## config.mk

```make
export PLATFORM = sky130hd
export DESIGN_NAME = ham_link_ctrl
export DESIGN_NICKNAME = d
export VERILOG_FILES = /design/src/rtl/ham_link_pkg.sv /design/src/rtl/ham_link_ctrl_rr_arb2.sv /design/src/rtl/ham_link_ctrl.sv
export SDC_FILE = /design/constraint.sdc
export NUM_CORES = 1
export LEC_CHECK = 0
export CORE_ASPECT_RATIO = 0.8
export CORE_UTILIZATION = 60
export CTS_CLUSTER_DIAMETER = 40
export DETAILED_ROUTE_END_ITERATION = 6
export DONT_BUFFER_PORTS = 1
export GPL_TIMING_DRIVEN = 0
export PLACE_DENSITY = 0.76
export SYNTH_ARGS = -nofsm -noshare
export SYNTH_HDL_FRONTEND = slang
export SYNTH_SLANG_ARGS = --single-unit
```

## constraint.sdc

```tcl
create_clock -name clk -period 1.9 [get_ports clk]
set_input_delay 0.38 -clock clk [delete_from_list [all_inputs] [get_ports clk]]
set_output_delay 0.38 -clock clk [all_outputs]
set_load 0.05 [all_outputs]
```

## src/rtl/ham_link_pkg.sv

```systemverilog
// ham_link_pkg
// Shared definitions for the Hamming (7,4) FSK link transmit controller:
// TX sequencer state encoding, nibble width, default slot timing and the
// helper that sizes the slot counter from the chosen timing parameters.
package ham_link_pkg;

  localparam int NIBBLE_W     = 4;
  localparam int DEF_CODE_LEN = 7;
  localparam int DEF_GAP_LEN  = 2;

  // TX sequencer states: wait for a requester, serialise, guard gap
  typedef enum logic [1:0] {
    IDLE = 2'd0,
    SEND = 2'd1,
    GAP  = 2'd2
  } tx_state_t;

  // The slot counter runs 0..len-1 for both the SEND and GAP phases, so it
  // only needs enough bits for the longer of the two minus one.
  function automatic int cnt_width(input int code_len, input int gap_len);
    int max_len;
    max_len = (code_len > gap_len) ? code_len : gap_len;
    return (max_len <= 2) ? 1 : $clog2(max_len);
  endfunction

endpackage

```

## src/rtl/ham_link_ctrl_rr_arb2.sv

```systemverilog
// rr_arb2
// Two-request round-robin arbiter. Purely combinational; the caller owns
// the last_grant history bit and updates it when a grant is consumed.
// Ports:
//   req[1:0]    request lines (bit n = requester n)
//   last_grant  requester that won the previous transfer
//   enable      grants are only issued while enable is high
//   gnt[1:0]    one-hot grant (all zero when disabled or no request)
//   gnt_id      index of the winning requester
module rr_arb2 (
  input  logic [1:0] req,
  input  logic       last_grant,
  input  logic       enable,
  output logic [1:0] gnt,
  output logic       gnt_id
);

  // A lone requester always wins; under contention the one that did not
  // win last time goes next, which yields strict alternation.
  always_comb begin
    gnt_id = (req == 2'b11) ? ~last_grant : req[1];
    gnt    = 2'b00;
    if (enable && (req != 2'b00)) begin
      gnt = gnt_id ? 2'b10 : 2'b01;
    end
  end

endmodule

```

## src/rtl/ham_link_ctrl.sv

```systemverilog
// ham_link_ctrl
// Transmit scheduler and link monitor for the serial Hamming (7,4) FSK link.
// Two requesters share one nibble encoder through a round-robin valid/ready
// handshake. Each accepted nibble occupies a fixed slot: one load strobe,
// CODE_LEN serial bit periods, then GAP_LEN guard cycles. Decoder error
// flags are counted independently of the transmit side.
// Ports:
//   clk, reset                 clock, async active-high reset
//   req0_valid/data/ready      requester 0 handshake
//   req1_valid/data/ready      requester 1 handshake
//   enc_data, enc_load         nibble and latch strobe to the encoder
//   tx_active                  high while a codeword is being serialised
//   grant_id                   owner of the current or most recent slot
//   dec_valid, dec_wrong       decoder word-valid and WRONG flag
//   clr_stats                  synchronous clear of err_cnt
//   err_cnt                    saturating decoder error count
module ham_link_ctrl
  import ham_link_pkg::*;
#(
  parameter int CODE_LEN = DEF_CODE_LEN,
  parameter int GAP_LEN  = DEF_GAP_LEN,
  parameter int ERR_W    = 8
) (
  input  logic                clk,
  input  logic                reset,
  input  logic                req0_valid,
  input  logic [NIBBLE_W-1:0] req0_data,
  output logic                req0_ready,
  input  logic                req1_valid,
  input  logic [NIBBLE_W-1:0] req1_data,
  output logic                req1_ready,
  output logic [NIBBLE_W-1:0] enc_data,
  output logic                enc_load,
  output logic                tx_active,
  output logic                grant_id,
  input  logic                dec_valid,
  input  logic                dec_wrong,
  input  logic                clr_stats,
  output logic [ERR_W-1:0]    err_cnt
);

  localparam int CNT_W = cnt_width(CODE_LEN, GAP_LEN);
  localparam logic [CNT_W-1:0] SEND_LAST = CNT_W'(CODE_LEN - 1);
  localparam logic [CNT_W-1:0] GAP_LAST  = CNT_W'((GAP_LEN > 0) ? (GAP_LEN - 1) : 0);
  localparam logic [ERR_W-1:0] ERR_MAX   = {ERR_W{1'b1}};

  tx_state_t        state_q, state_d;
  logic [CNT_W-1:0] cnt_q, cnt_d;
  logic             last_grant_q;
  logic [1:0]       gnt;
  logic             gnt_id;
  logic             arb_enable;
  logic             accept;

  // Grants are only offered in IDLE. Reset is folded in as well so that a
  // requester never sees ready while the controller is held in reset.
  assign arb_enable = (state_q == IDLE) && !reset;

  rr_arb2 u_arb (
    .req        ({req1_valid, req0_valid}),
    .last_grant (last_grant_q),
    .enable     (arb_enable),
    .gnt        (gnt),
    .gnt_id     (gnt_id)
  );

  // The arbiter only raises a grant for a valid requester, so any grant is
  // a completed valid&&ready transfer.
  assign accept = |gnt;

  // State register: sequencer state and the shared slot counter
  always_ff @(posedge clk or posedge reset) begin
    if (reset) begin
      state_q <= IDLE;
      cnt_q   <= '0;
    end else begin
      state_q <= state_d;
      cnt_q   <= cnt_d;
    end
  end

  // Next-state logic: the counter restarts from zero on every phase change
  always_comb begin
    state_d = state_q;
    cnt_d   = cnt_q;
    case (state_q)
      IDLE: begin
        cnt_d = '0;
        if (accept) begin
          state_d = SEND;
        end
      end
      SEND: begin
        if (cnt_q == SEND_LAST) begin
          cnt_d   = '0;
          state_d = (GAP_LEN > 0) ? GAP : IDLE;
        end else begin
          cnt_d = cnt_q + 1'b1;
        end
      end
      GAP: begin
        if (cnt_q == GAP_LAST) begin
          cnt_d   = '0;
          state_d = IDLE;
        end else begin
          cnt_d = cnt_q + 1'b1;
        end
      end
      default: begin
        state_d = IDLE;
        cnt_d   = '0;
      end
    endcase
  end

  // Output decode: decoded from registered state so that reset drops them
  // immediately and a reset mid-slot can never leave a partial load strobe.
  always_comb begin
    req0_ready = gnt[0];
    req1_ready = gnt[1];
    enc_load   = (state_q == SEND) && (cnt_q == '0);
    tx_active  = (state_q == SEND);
  end

  // Accepted nibble and grant history. last_grant resets to 1 so that
  // requester 0 wins the first contended slot.
  always_ff @(posedge clk or posedge reset) begin
    if (reset) begin
      enc_data     <= '0;
      grant_id     <= 1'b0;
      last_grant_q <= 1'b1;
    end else if (accept) begin
      enc_data     <= gnt_id ? req1_data : req0_data;
      grant_id     <= gnt_id;
      last_grant_q <= gnt_id;
    end
  end

  // Decoder error statistics: clear wins over a same-cycle increment and
  // the count sticks at all-ones instead of wrapping.
  always_ff @(posedge clk or posedge reset) begin
    if (reset) begin
      err_cnt <= '0;
    end else if (clr_stats) begin
      err_cnt <= '0;
    end else if (dec_valid && dec_wrong && (err_cnt != ERR_MAX)) begin
      err_cnt <= err_cnt + 1'b1;
    end
  end

endmodule

```

==> results by group, run 1 <==
Worst setup path
  • FF-to-FF Start: err_cnt[0]$_DFFE_PP0P_
  • Worst Path Max Fanout: 6
  • R2R Path End: err_cnt[7]$_DFFE_PP0P_
  • R2r worst-path depth: 5
  • Setup Crit Path Kind: reg -> out
  • Crit. End Element: primary output
  • CP Launch Type: flip-flop
  • CP required: between 1.5 and 2 ns
  • CP max stage delay: 0.66 ns
  • Critical Path Slowest Stage Cell: nor4b_4
  • Crit path cell chain: inv_2 -> ha_4 -> nor4b_4
  • Reg2reg setup slack: ~0.090 ns
  • CP arrival: approximately 1.7 ns

Timing
  • Setup ws final: -0.219 ns
  • Unrepaired setup endpoints after global routing: yes
  • Final Critical Period: 2.12 ns
  • Final setup violation count: 3
  • FMAX: 472 MHz
  • Rel. slew slack: 50.6%
  • Least-Margin Pin Slew: 0.737 ns
  • Final Slew Violations: 0
  • Final hold vios: 0
  • Setup Skew: 0.00148 ns
  • Tcrit/Tclk final: 112%

Yosys
  • Mapped Avg Cell Area: 10.0 µm²
  • FF+latch count, synth: 19
  • Synth async-reset ratio: 100%
  • Post-synth EDFFs: 0
  • Most common cell in the netlist: dfrtp_1
  • Post-synthesis cell type count: 36
  • Yosys warnings: 0
  • Syn_nets: 119
  • Part of the Yosys area used for sequential elements: 47.4%
  • Area contributors post-synth: dfrtp_1 45%, ha_1 5.0%, a21o_1 4.5%
  • Ys flop type: dfrtp_1
  • Mapped Cells: 100
  • Cell area after synthesis: 1000 µm²
  • Dominant cell type by area after synthesis: dfrtp_1
  • Commonest cells post-synth: 18 x dfrtp_1, 7 x nor2_1
  • Synth top area share: 44.8%

Status
  • Failing checks: setup timing
  • Status: complete, but fails checks

Drt
  • Drt wl/cell: 16.8 µm
  • DR iter-0 viols: 13
  • Post-DRT Antenna Nets: 0
  • Drt first pass iters: 4
  • Via/cell ratio: 6.20
  • DRC Markers: 0
  • Total number of vias: between 700 and 800
  • Post-Route WL: 2.15 mm

Power and ir drop
  • Pwr Total: 0.00152 W
  • LEAKAGE: 0.504 nW
  • Pwr per Cell Area: 1290 nW/µm²
  • Peak supply drop: approximately 1.0 mV

Run
  • Total of max-cap violations: 0

CTS
  • CTS tree: built
  • Num CTS Buffers: 3
  • CTS sink cnt: 19
  • Clock Latency Late Sink: 0.31 ns
  • Clock Tree Root: clkbuf_4
  • Reg clk slew, reported paths: 0.10 ns
  • H-tree Lvls: 1
  • Max Buffers Root-to-Sink: 2

Die
  • Core area: approximately 1500 µm²
  • I/O Pins: 32
  • Die X-Extent: 47.8 µm
  • Die height: 38.6 µm
  • Die area: 1840 µm²
  • Initial Utilization: around 68%
  • Core Rows: 12

GRT
  • First-pass GRT wire length: 3.02 mm
  • Overflow after GRT: 0
  • Pin count of the biggest net entering global routing: 20
  • GRT Overall Usage: roughly 25%
  • Vias in the first global route: about 740
  • Initial antenna violation count: 0

Worst hold path
  • Hold WC Path Type: in -> async

Place
  • IO Port Bufs: 0
  • Placed wire-length estimate: between 1 and 1.5 mm
  • GP Congestion: 0.729
  • Placement Setup Slack: -0.166 ns

Cells and area
  • Layout cells sized above 1: 25.2%
  • NumNets Final: ~130
  • Ant. Diodes: 0
  • Layout overhead on the synthesized area: 17.3%
## flip-flops by register name, summed over array words and instances, names as in the netlist
signal        count
state_q           2
grant_id          1
cnt_q             3
last_grant_q      1
err_cnt           8
enc_data          4
## logic make-up after synthesis
logic type | after synthesis | synth area share [%]
compound gates | 33 | 23.7
simple gates | 32 | 16.8
flops | 19 | 47.4
buf+inv | 7 | 2.62
xor+xnor | 4 | 3.49
fa+ha+maj | 4 | 4.98
mux | 1 | 0.996
## worst max path at each step
stage	from	end	cells after the start
final	state_q[1]$_DFFE_PP0P_	enc_load	3
after CTS	state_q[1]$_DFFE_PP0P_	enc_load	3
after global placement	state_q[0]$_DFFE_PP0P_	req1_ready	5
after global routing	state_q[1]$_DFFE_PP0P_	enc_load	3
after detailed placement	state_q[1]$_DFFE_PP0P_	enc_data[3]$_DFFE_PP0P_	7
after floorplan	state_q[0]$_DFFE_PP0P_	req1_ready	5
## cell usage in the layout, fill, tap and decap left out, types with 3 or more instances in the layout
cell type	instances
dfrtp_1	13
nor2_1	7
nand2_1	6
a21o_1	6
o21ai_0	6
a21oi_1	5
dfrtp_2	5
a22o_1	4
nand3_1	4
inv_1	3
clkbuf_4	3
buf_4	3
## metrics by stage
stage	setup TNS (ns)	util (%)	cells	hold WS, ns	cell area (µm²)
final	-0.501	80.1	128	0.0551	1180
after CTS	-0.503	77.9	127	0.0720	1150
after floorplan	0	-	100	0.330	1030
after global routing	-0.718	80.1	128	0.100	1180
after detailed placement	-1.49	72.0	121	0.419	1060
after global placement	-0.838	72.0	121	0.417	1060
## power by group
group          internal, W  switching [W]  total, W
clock network    0.0000790       0.000133  0.000212
logic             0.000238       0.000297  0.000536
registers         0.000497       0.000279  0.000776
## metal layers
metal  track usage [%]  share of wire, %
met3              10.3               7.8
met5                 0                 0
met2              43.6                47
met1              27.7                44
met4              6.25              0.93
## cell type report
type,count,area (µm²)
Sequential cell,19,483
Clock buffer,3,22.5
Fill cell,97,293
Buffer,2,18.8
Tap cell,21,26.3
Multi-Input combinational cell,74,582
Timing Repair Buffer,3,22.5
Clock inverter,1,5.00
Inverter,5,18.8
## worst max-delay path, delay by kind of cell (launching register included)
family | cells | cell delay [ns]
adder cells (fa/ha/maj) | 1 | 0.26
buffers and inverters | 1 | 0.09
AND/OR/NAND/NOR | 1 | 0.66
flip-flops | 1 | 0.41
## timing repair
item	in CTS	in global routing
setup endpoints to repair	16	8
hold buffers	0	0
setup buffers	2	1
gates resized for setup	13	7
gates cloned	0	0
hold endpoints to repair	0	0
Note: power is estimated with default switching activity, not from simulation.
==> run 2, diff against run 1 <==
--- a/config.mk
+++ b/config.mk
@@ -12,3 +12,2 @@
 export DONT_BUFFER_PORTS = 1
-export GPL_TIMING_DRIVEN = 0
 export PLACE_DENSITY = 0.76
==> constraint.sdc (replaced) <==
create_clock -name clk -period 1.9 [get_ports clk]
set_input_delay 0.57 -clock clk [delete_from_list [all_inputs] [get_ports clk]]
set_output_delay 0.57 -clock clk [all_outputs]
set_load 0.05 [all_outputs]
==> run 2 against run 1 <==
Net effect:
- the run still ends with setup timing left
- register-to-register slack better by 0.11 ns
- die area unchanged
- sequential share of layout area down 4.3 points
- critical endpoint is now req0_ready
- highest routed layer unchanged
==> results by group, run 2 (synthesized netlist as in run 1, its figures left out) <==
CTS
  • Clock Tree Root: clkbuf_4 (unchanged)
  • Reg clk slew, reported paths: 0.11 ns (was 0.10 ns)
  • Max Buffers Root-to-Sink: 2 (unchanged)
  • Post-CTS Hold Fix Bufs: 0 (unchanged)
  • Clock Latency Late Sink: 0.30 ns (was 0.31 ns)
  • CTS sink cnt: 19 (unchanged)
  • CTS tree: built (unchanged)
  • Num CTS Buffers: 3 (unchanged)
  • H-tree Lvls: 1 (unchanged)

Drt
  • Post-Route WL: 2.45 mm (was 2.15 mm)
  • DR iter-0 viols: 25 (was 13)
  • Total number of vias: 893 (was 794)
  • Via/cell ratio: 6.29 (was 6.20)
  • Drt first pass iters: 4 (unchanged)
  • Drt wl/cell: 17.2 µm (was 16.8 µm)
  • Post-DRT Antenna Nets: 0 (unchanged)
  • DRC Markers: 0 (unchanged)

GRT
  • Initial antenna violation count: 0 (unchanged)
  • Pin count of the biggest net entering global routing: 20 (unchanged)
  • First-pass GRT wire length: 3.44 mm (was 3.02 mm)
  • GRT Overall Usage: 27.6% (was 24.9%)
  • Vias in the first global route: 863 (was 738)
  • Overflow after GRT: 0 (unchanged)

Timing
  • Final Slew Violations: 0 (unchanged)
  • Rel. slew slack: 51.8% (was 50.6%)
  • Setup Skew: 0.00984 ns (was 0.00148 ns)
  • Tcrit/Tclk final: 108% (was 112%)
  • Final hold vios: 0 (unchanged)
  • Least-Margin Pin Slew: 0.722 ns (was 0.737 ns)
  • Setup TNS Final: -0.398 ns (was -0.501 ns)
  • FMAX: 489 MHz (was 472 MHz)
  • Setup ws final: -0.147 ns (was -0.219 ns)
  • Unrepaired setup endpoints after global routing: yes (unchanged)
  • Final Critical Period: 2.05 ns (was 2.12 ns)
  • Final setup violation count: 3 (unchanged)

Worst setup path
  • R2R Path End: err_cnt[7]$_DFFE_PP0P_ (unchanged)
  • Setup Crit Path Kind: reg -> out (unchanged)
  • FF-to-FF Start: err_cnt[0]$_DFFE_PP0P_ (unchanged)
  • CP Launch Type: flip-flop (unchanged)
  • CP required: 1.33 ns (was 1.52 ns)
  • CP startpoint: state_q[1]$_DFFE_PP0P_ (unchanged)
  • Crit. End Element: primary output (unchanged)
  • Worst Path Max Fanout: 5 (was 6)
  • R2r worst-path depth: 5 (unchanged)
  • CP arrival: 1.48 ns (was 1.74 ns)
  • Reg2reg setup slack: 0.20 ns (was 0.09 ns)
  • CP Capture Point: req0_ready (was enc_load)

Run
  • Total of max-cap violations: 0 (unchanged)

Worst hold path
  • Hold WC Path Type: in -> async (unchanged)

Cells and area
  • Ant. Diodes: 0 (unchanged)
  • Biggest regs: err_cnt (8), enc_data (4), cnt_q (3) (unchanged)
  • Layout cells sized above 1: 29.8% (was 25.2%)
  • Most frequent cells in the layout: 18 x dfrtp_1, 16 x buf_4, 7 x nor2_1 (was 13 x dfrtp_1, 7 x nor2_1, 6 x nand2_1, 6 x a21o_1, 6 x o21ai_0)
  • Fill cells: 75 (was 97)
  • NumNets Final: 141 (was 127)
  • Max reg flops: 8 (unchanged)
  • Most common cell after layout, fill and taps aside: dfrtp_1 (unchanged)
  • Largest Register: err_cnt (unchanged)
  • Final instance area: 1300 µm² (was 1180 µm²)
  • Layout overhead on the synthesized area: 29.5% (was 17.3%)

Place
  • GP Congestion: 0.825 (was 0.729)
  • Placed wire-length estimate: 1.69 mm (was 1.49 mm)
  • IO Port Bufs: 0 (unchanged)
  • Area after DPL: 1190 µm² (was 1060 µm²)

Power and ir drop
  • Peak supply drop: 1.46 mV (was 1.04 mV)
  • LEAKAGE: 0.597 nW (was 0.504 nW)
  • Pwr Total: 0.00165 W (was 0.00152 W)
  • Pwr per Cell Area: 1270 nW/µm² (was 1290 nW/µm²)

Status
  • Failing checks: setup timing (unchanged)
  • Status: complete, but fails checks (unchanged)

Die
  • Die area: 1840 µm² (unchanged)
  • Die height: 38.6 µm (unchanged)
  • I/O Pins: 32 (unchanged)
  • Die X-Extent: 47.8 µm (unchanged)
  • Core Rows: 12 (unchanged)
  • Initial Utilization: 68.3% (unchanged)
  • Core area: 1470 µm² (unchanged)
[run 2: cell count changes in the layout (fill, tap and decap cells not counted), moves of 3 or more]
cell / change
dfrtp_1: +5
buf_4: +13
buf_12: +3
dfrtp_2: -5
[run 2: how the worst min path moves through the flow]
stage                              from                       end  slack [ns]  depth (start not counted)
2_1_floorplan    state_q[0]$_DFFE_PP0P_    state_q[0]$_DFFE_PP0P_        0.49                          1
3_3_place_gp   last_grant_q$_DFFE_PP1P_  last_grant_q$_DFFE_PP1P_        0.51                          1
3_5_place_dp   last_grant_q$_DFFE_PP1P_  last_grant_q$_DFFE_PP1P_        0.50                          1
4_1_cts                           reset      grant_id$_DFFE_PP0P_        0.28                          1
5_1_grt                           reset      grant_id$_DFFE_PP0P_        0.29                          1
6_report                          reset      grant_id$_DFFE_PP0P_        0.26                          1
[run 2: per-stage QoR]
step                hold WS (ns)  util (%)  setup WS (ns)  cells
global route               0.292      88.4         -0.202    142
CTS                        0.280      85.7         -0.149    138
finish                     0.259      88.4         -0.147    142
detailed placement         0.505      81.0         0.0503    132
floorplan                  0.488         -         -0.152    100
global placement           0.506      81.0          0.105    132
[run 2: layer usage]
| layer | vias up | part of all wire (%) | wire [µm] | GRT usage (%) |
|---|---|---|---|---|
| li1 | 408 | - | - | - |
| met1 | 442 | 42 | 1040 | 36.2 |
| met2 | 39 | 50 | 1230 | 43.9 |
| met3 | 4 | 6.7 | 165 | 7.48 |
| met4 | 0 | 0.53 | 13 | 9.03 |
| met5 | - | 0 | 0 | 0 |
[run 2: report_power, final]
group | switching [W] | total, W | internal, W
clock | 0.000122 | 0.000201 | 0.0000786
sequential | 0.000261 | 0.000756 | 0.000495
combinational | 0.000359 | 0.000698 | 0.000339
[run 2: worst max-delay path, cell delays in order (launching register included)]
cell	delay, ns
dfrtp_1	0.41
inv_2	0.10
ha_4	0.13
nor2b_4	0.16
o21ai_4	0.08
a21oi_4	0.14
buf_12	0.16
[run 2: final cells by class]
cell class / instances / area [µm²] / area share (%)
multi-input combinational: 74 / 572 / 43.9
sequential: 19 / 477 / 36.6
timing repair buffer: 19 / 180 / 13.8
tap: 21 / 26.3 / 2.02
clock buffer: 3 / 22.5 / 1.73
inverter: 5 / 18.8 / 1.44
clock inverter: 1 / 5.00 / 0.385
[run 2: repair_timing]
action                                  CTS  global route
endpoints found under the setup margin    3             3
setup buffers                             2             4
gates resized for setup                   7             1
pin swaps                                 1             1
==> run 3, diff against run 2 <==
CELL_PAD_IN_SITES_DETAIL_PLACEMENT = 2   (was unset)
CELL_PAD_IN_SITES_GLOBAL_PLACEMENT = 2   (was unset)
CORE_UTILIZATION = 36   (was 60)
PLACE_DENSITY = unset   (was 0.76)
PLACE_DENSITY_LB_ADDON = 0.1   (was unset)
clock period = 2.3 ns   (was 1.9 ns; I/O delays follow)
==> run 3 against run 2 <==
Net effect:
- the flow now finishes without violations
- clock power shrank 15%
- first-iteration DRC count shrank 40%
- critical endpoint unchanged
- global-route usage shrank 7.4 points
- clock skew is essentially flat
- largest power group unchanged
- core utilization shrank 40 points
==> results by group, run 3 (synthesized netlist as in run 1, its figures left out) <==
Status
  • Status: finished clean (was complete, but fails checks)

Timing
  • Final setup violation count: 0 (was 3)
  • Final Critical Period: 2.21 ns
  • Rel. slew slack: 50.7% (was 51.8%)
  • Setup ws final: 0.0895 ns (was -0.147 ns)
  • Tcrit/Tclk final: between 90% and 100%
  • Least-Margin Pin Slew: 0.739 ns (was 0.722 ns)
  • Final Slew Violations: 0 (unchanged)
  • Unrepaired setup endpoints after global routing: no (was yes)
  • Hold slack: 0.387 ns (was 0.259 ns)
  • FMAX: between 400 and 500 MHz
  • Final hold vios: 0 (unchanged)
  • Setup Skew: 0.00955 ns (was 0.00984 ns)

Drt
  • DRC Markers: 0 (unchanged)
  • Drt wl/cell: 17.7 µm (was 17.2 µm)
  • Via/cell ratio: 5.56 (was 6.29)
  • Drt first pass iters: 4 (unchanged)
  • DR iter-0 viols: 15 (was 25)
  • Total number of vias: 840 (was 893)
  • Post-DRT Antenna Nets: 0 (unchanged)
  • Post-Route WL: 2.68 mm (was 2.45 mm)

Cells and area
  • Most frequent cells in the layout: 18 x dfrtp_1, 11 x buf_4, 7 x nor2_1 (was 18 x dfrtp_1, 16 x buf_4, 7 x nor2_1)
  • Layout cells sized above 1: 25.2% (was 29.8%)
  • Largest Register: err_cnt (unchanged)
  • Max reg flops: 8 (unchanged)
  • NumNets Final: 135 (was 141)
  • Ant. Diodes: 0 (unchanged)
  • Fill cells: 278 (was 75)
  • FF+latch area: 477 µm² (unchanged)
  • Multi-input gate area: 539 µm² (was 572 µm²)
  • Most common cell after layout, fill and taps aside: dfrtp_1 (unchanged)
  • Biggest regs: err_cnt (8), enc_data (4), cnt_q (3) (unchanged)
  • Layout overhead on the synthesized area: 21.5% (was 29.5%)

Place
  • Placed wire-length estimate: 2.02 mm (was 1.69 mm)
  • GP Congestion: 0.753 (was 0.825)
  • Placement Setup Slack: 0.279 ns (was 0.0503 ns)
  • IO Port Bufs: 0 (unchanged)

Worst setup path
  • Worst Path Max Fanout: 5 (unchanged)
  • CP Launch Type: flip-flop (unchanged)
  • Crit. End Element: primary output (unchanged)
  • Buf/Inv on CP: 2 (unchanged)
  • Setup Crit Path Kind: reg -> out (unchanged)
  • CP Capture Point: req0_ready (unchanged)
  • CP max stage delay: 0.43 ns (was 0.41 ns)
  • R2R Path End: err_cnt[3]$_DFFE_PP0P_ (was err_cnt[7]$_DFFE_PP0P_)
  • Stages on worst setup path: 6 (unchanged)
  • CP startpoint: state_q[0]$_DFFE_PP0P_ (was state_q[1]$_DFFE_PP0P_)
  • FF-to-FF Start: err_cnt[7]$_DFFE_PP0P_ (was err_cnt[0]$_DFFE_PP0P_)
  • Crit path cell chain: inv_2 -> ha_4 -> nor2b_2 -> o21ai_2 -> a21oi_2 -> buf_6 (was inv_2 -> ha_4 -> nor2b_4 -> o21ai_4 -> a21oi_4 -> buf_12)
  • Top delay family on crit path: flip-flops (unchanged)
  • R2r worst-path depth: 4 (was 5)
  • Critical Path Slowest Stage Cell: dfrtp_1 (unchanged)
  • CP arrival: 1.52 ns (was 1.48 ns)
  • CP required: 1.61 ns (was 1.33 ns)
  • Reg2reg setup slack: 0.54 ns (was 0.20 ns)

Power and ir drop
  • Internal power: 0.000715 W (was 0.000912 W)
  • Clock Power Share: 13.1% (was 12.1%)
  • Net switching power: 0.000597 W (was 0.000743 W)
  • Comb pwr share: 39.1% (was 42.2%)
  • LEAKAGE: 0.555 nW (was 0.597 nW)
  • Pwr per Cell Area: 1070 nW/µm² (was 1270 nW/µm²)
  • Sw frac: 45.5% (was 44.9%)
  • Share of power burned in registers: 47.8% (was 45.7%)
  • Peak supply drop: 0.611 mV (was 1.46 mV)

Run
  • Total of max-cap violations: 0 (unchanged)

GRT
  • Vias in the first global route: 979 (was 863)
  • Pin count of the biggest net entering global routing: 20 (unchanged)
  • Initial antenna violation count: 0 (unchanged)
  • First-pass GRT wire length: 4.44 mm (was 3.44 mm)
  • Overflow after GRT: 0 (unchanged)
  • GRT Overall Usage: 20.2% (was 27.6%)

CTS
  • CTS tree: built (unchanged)
  • CTS sink cnt: 19 (unchanged)
  • Clock Latency Late Sink: 0.30 ns (about the same)
  • H-tree Lvls: 1 (unchanged)
  • Reg clk slew, reported paths: 0.12 ns (was 0.11 ns)
  • Clock Tree Root: clkbuf_4 (unchanged)
  • Post-CTS Hold Fix Bufs: 0 (unchanged)
  • Max Buffers Root-to-Sink: 2 (unchanged)
  • Num CTS Buffers: 3 (unchanged)

Die
  • I/O Pins: 32 (unchanged)
  • Initial Utilization: 39.5% (was 68.3%)
  • Die height: 49.3 µm (was 38.6 µm)
  • Die area: 3010 µm² (was 1840 µm²)
  • Core area: 2540 µm² (was 1470 µm²)
  • Die X-Extent: 61.1 µm (was 47.8 µm)
  • Core Rows: 16 (was 12)

Worst hold path
  • Hold WC Path Type: in -> async (unchanged)
-- run 3: cell types whose count changed in the layout (fill, tap and decap cells not counted), sizes merged --
cell / change
buf: -6
-- run 3: repair_timing --
item                       in CTS  in global routing
setup buffers                   0                  1
gates cloned                    0                  0
gates resized for setup         4                  3
pin swaps                       0                  0
setup endpoints to repair       2                  2
-- run 3: per-stage QoR --
stage / std cells / power, W / setup TNS [ns] / cell area [µm²] / util [%]
floorplan: 100 / 0.000963 / -0.0637 / 1020 / -
global placement: 146 / 0.00109 / 0 / 1160 / 45.8
detailed placement: 146 / 0.00111 / 0 / 1160 / 45.8
CTS: 150 / 0.00131 / 0 / 1210 / 47.6
global route: 151 / 0.00139 / 0 / 1220 / 48.0
finish: 151 / 0.00131 / 0 / 1220 / 48.0
-- run 3: worst min path at each step --
stage | to | slack, ns
2_1_floorplan | state_q[0]$_DFFE_PP0P_ | 0.48
3_3_place_gp | last_grant_q$_DFFE_PP1P_ | 0.50
3_5_place_dp | last_grant_q$_DFFE_PP1P_ | 0.50
4_1_cts | err_cnt[5]$_DFFE_PP0P_ | 0.43
5_1_grt | err_cnt[7]$_DFFE_PP0P_ | 0.41
6_report | enc_data[1]$_DFFE_PP0P_ | 0.39
-- run 3: cell type report --
| cell class | count | share of cell area [%] |
|---|---|---|
| multi-input combinational | 74 | 44.2 |
| sequential | 19 | 39.0 |
| timing repair buffer | 13 | 9.32 |
| tap | 36 | 3.69 |
| clock buffer | 3 | 1.84 |
| inverter | 5 | 1.54 |
| clock inverter | 1 | 0.410 |
-- run 3: power by group through the flow --
stage / Sequential (W) / Clock (W) / Combinational (W)
2_1_floorplan: 0.000624 / 0 / 0.000339
3_3_place_gp: 0.000628 / 0 / 0.000461
3_5_place_dp: 0.000633 / 0 / 0.000476
4_1_cts: 0.000626 / 0.000179 / 0.000506
5_1_grt: 0.000641 / 0.000191 / 0.000557
6_report: 0.000627 / 0.000171 / 0.000513
-- run 3: metal layers --
layer / wire length (µm) / global-route usage, % / vias to the layer above
met1: 1120 / 24.8 / 417
met5: 0 / 0 / -
met3: 192 / 6.37 / 2
li1: - / - / 393
met2: 1350 / 34.8 / 28
met4: 13 / 2.27 / 0
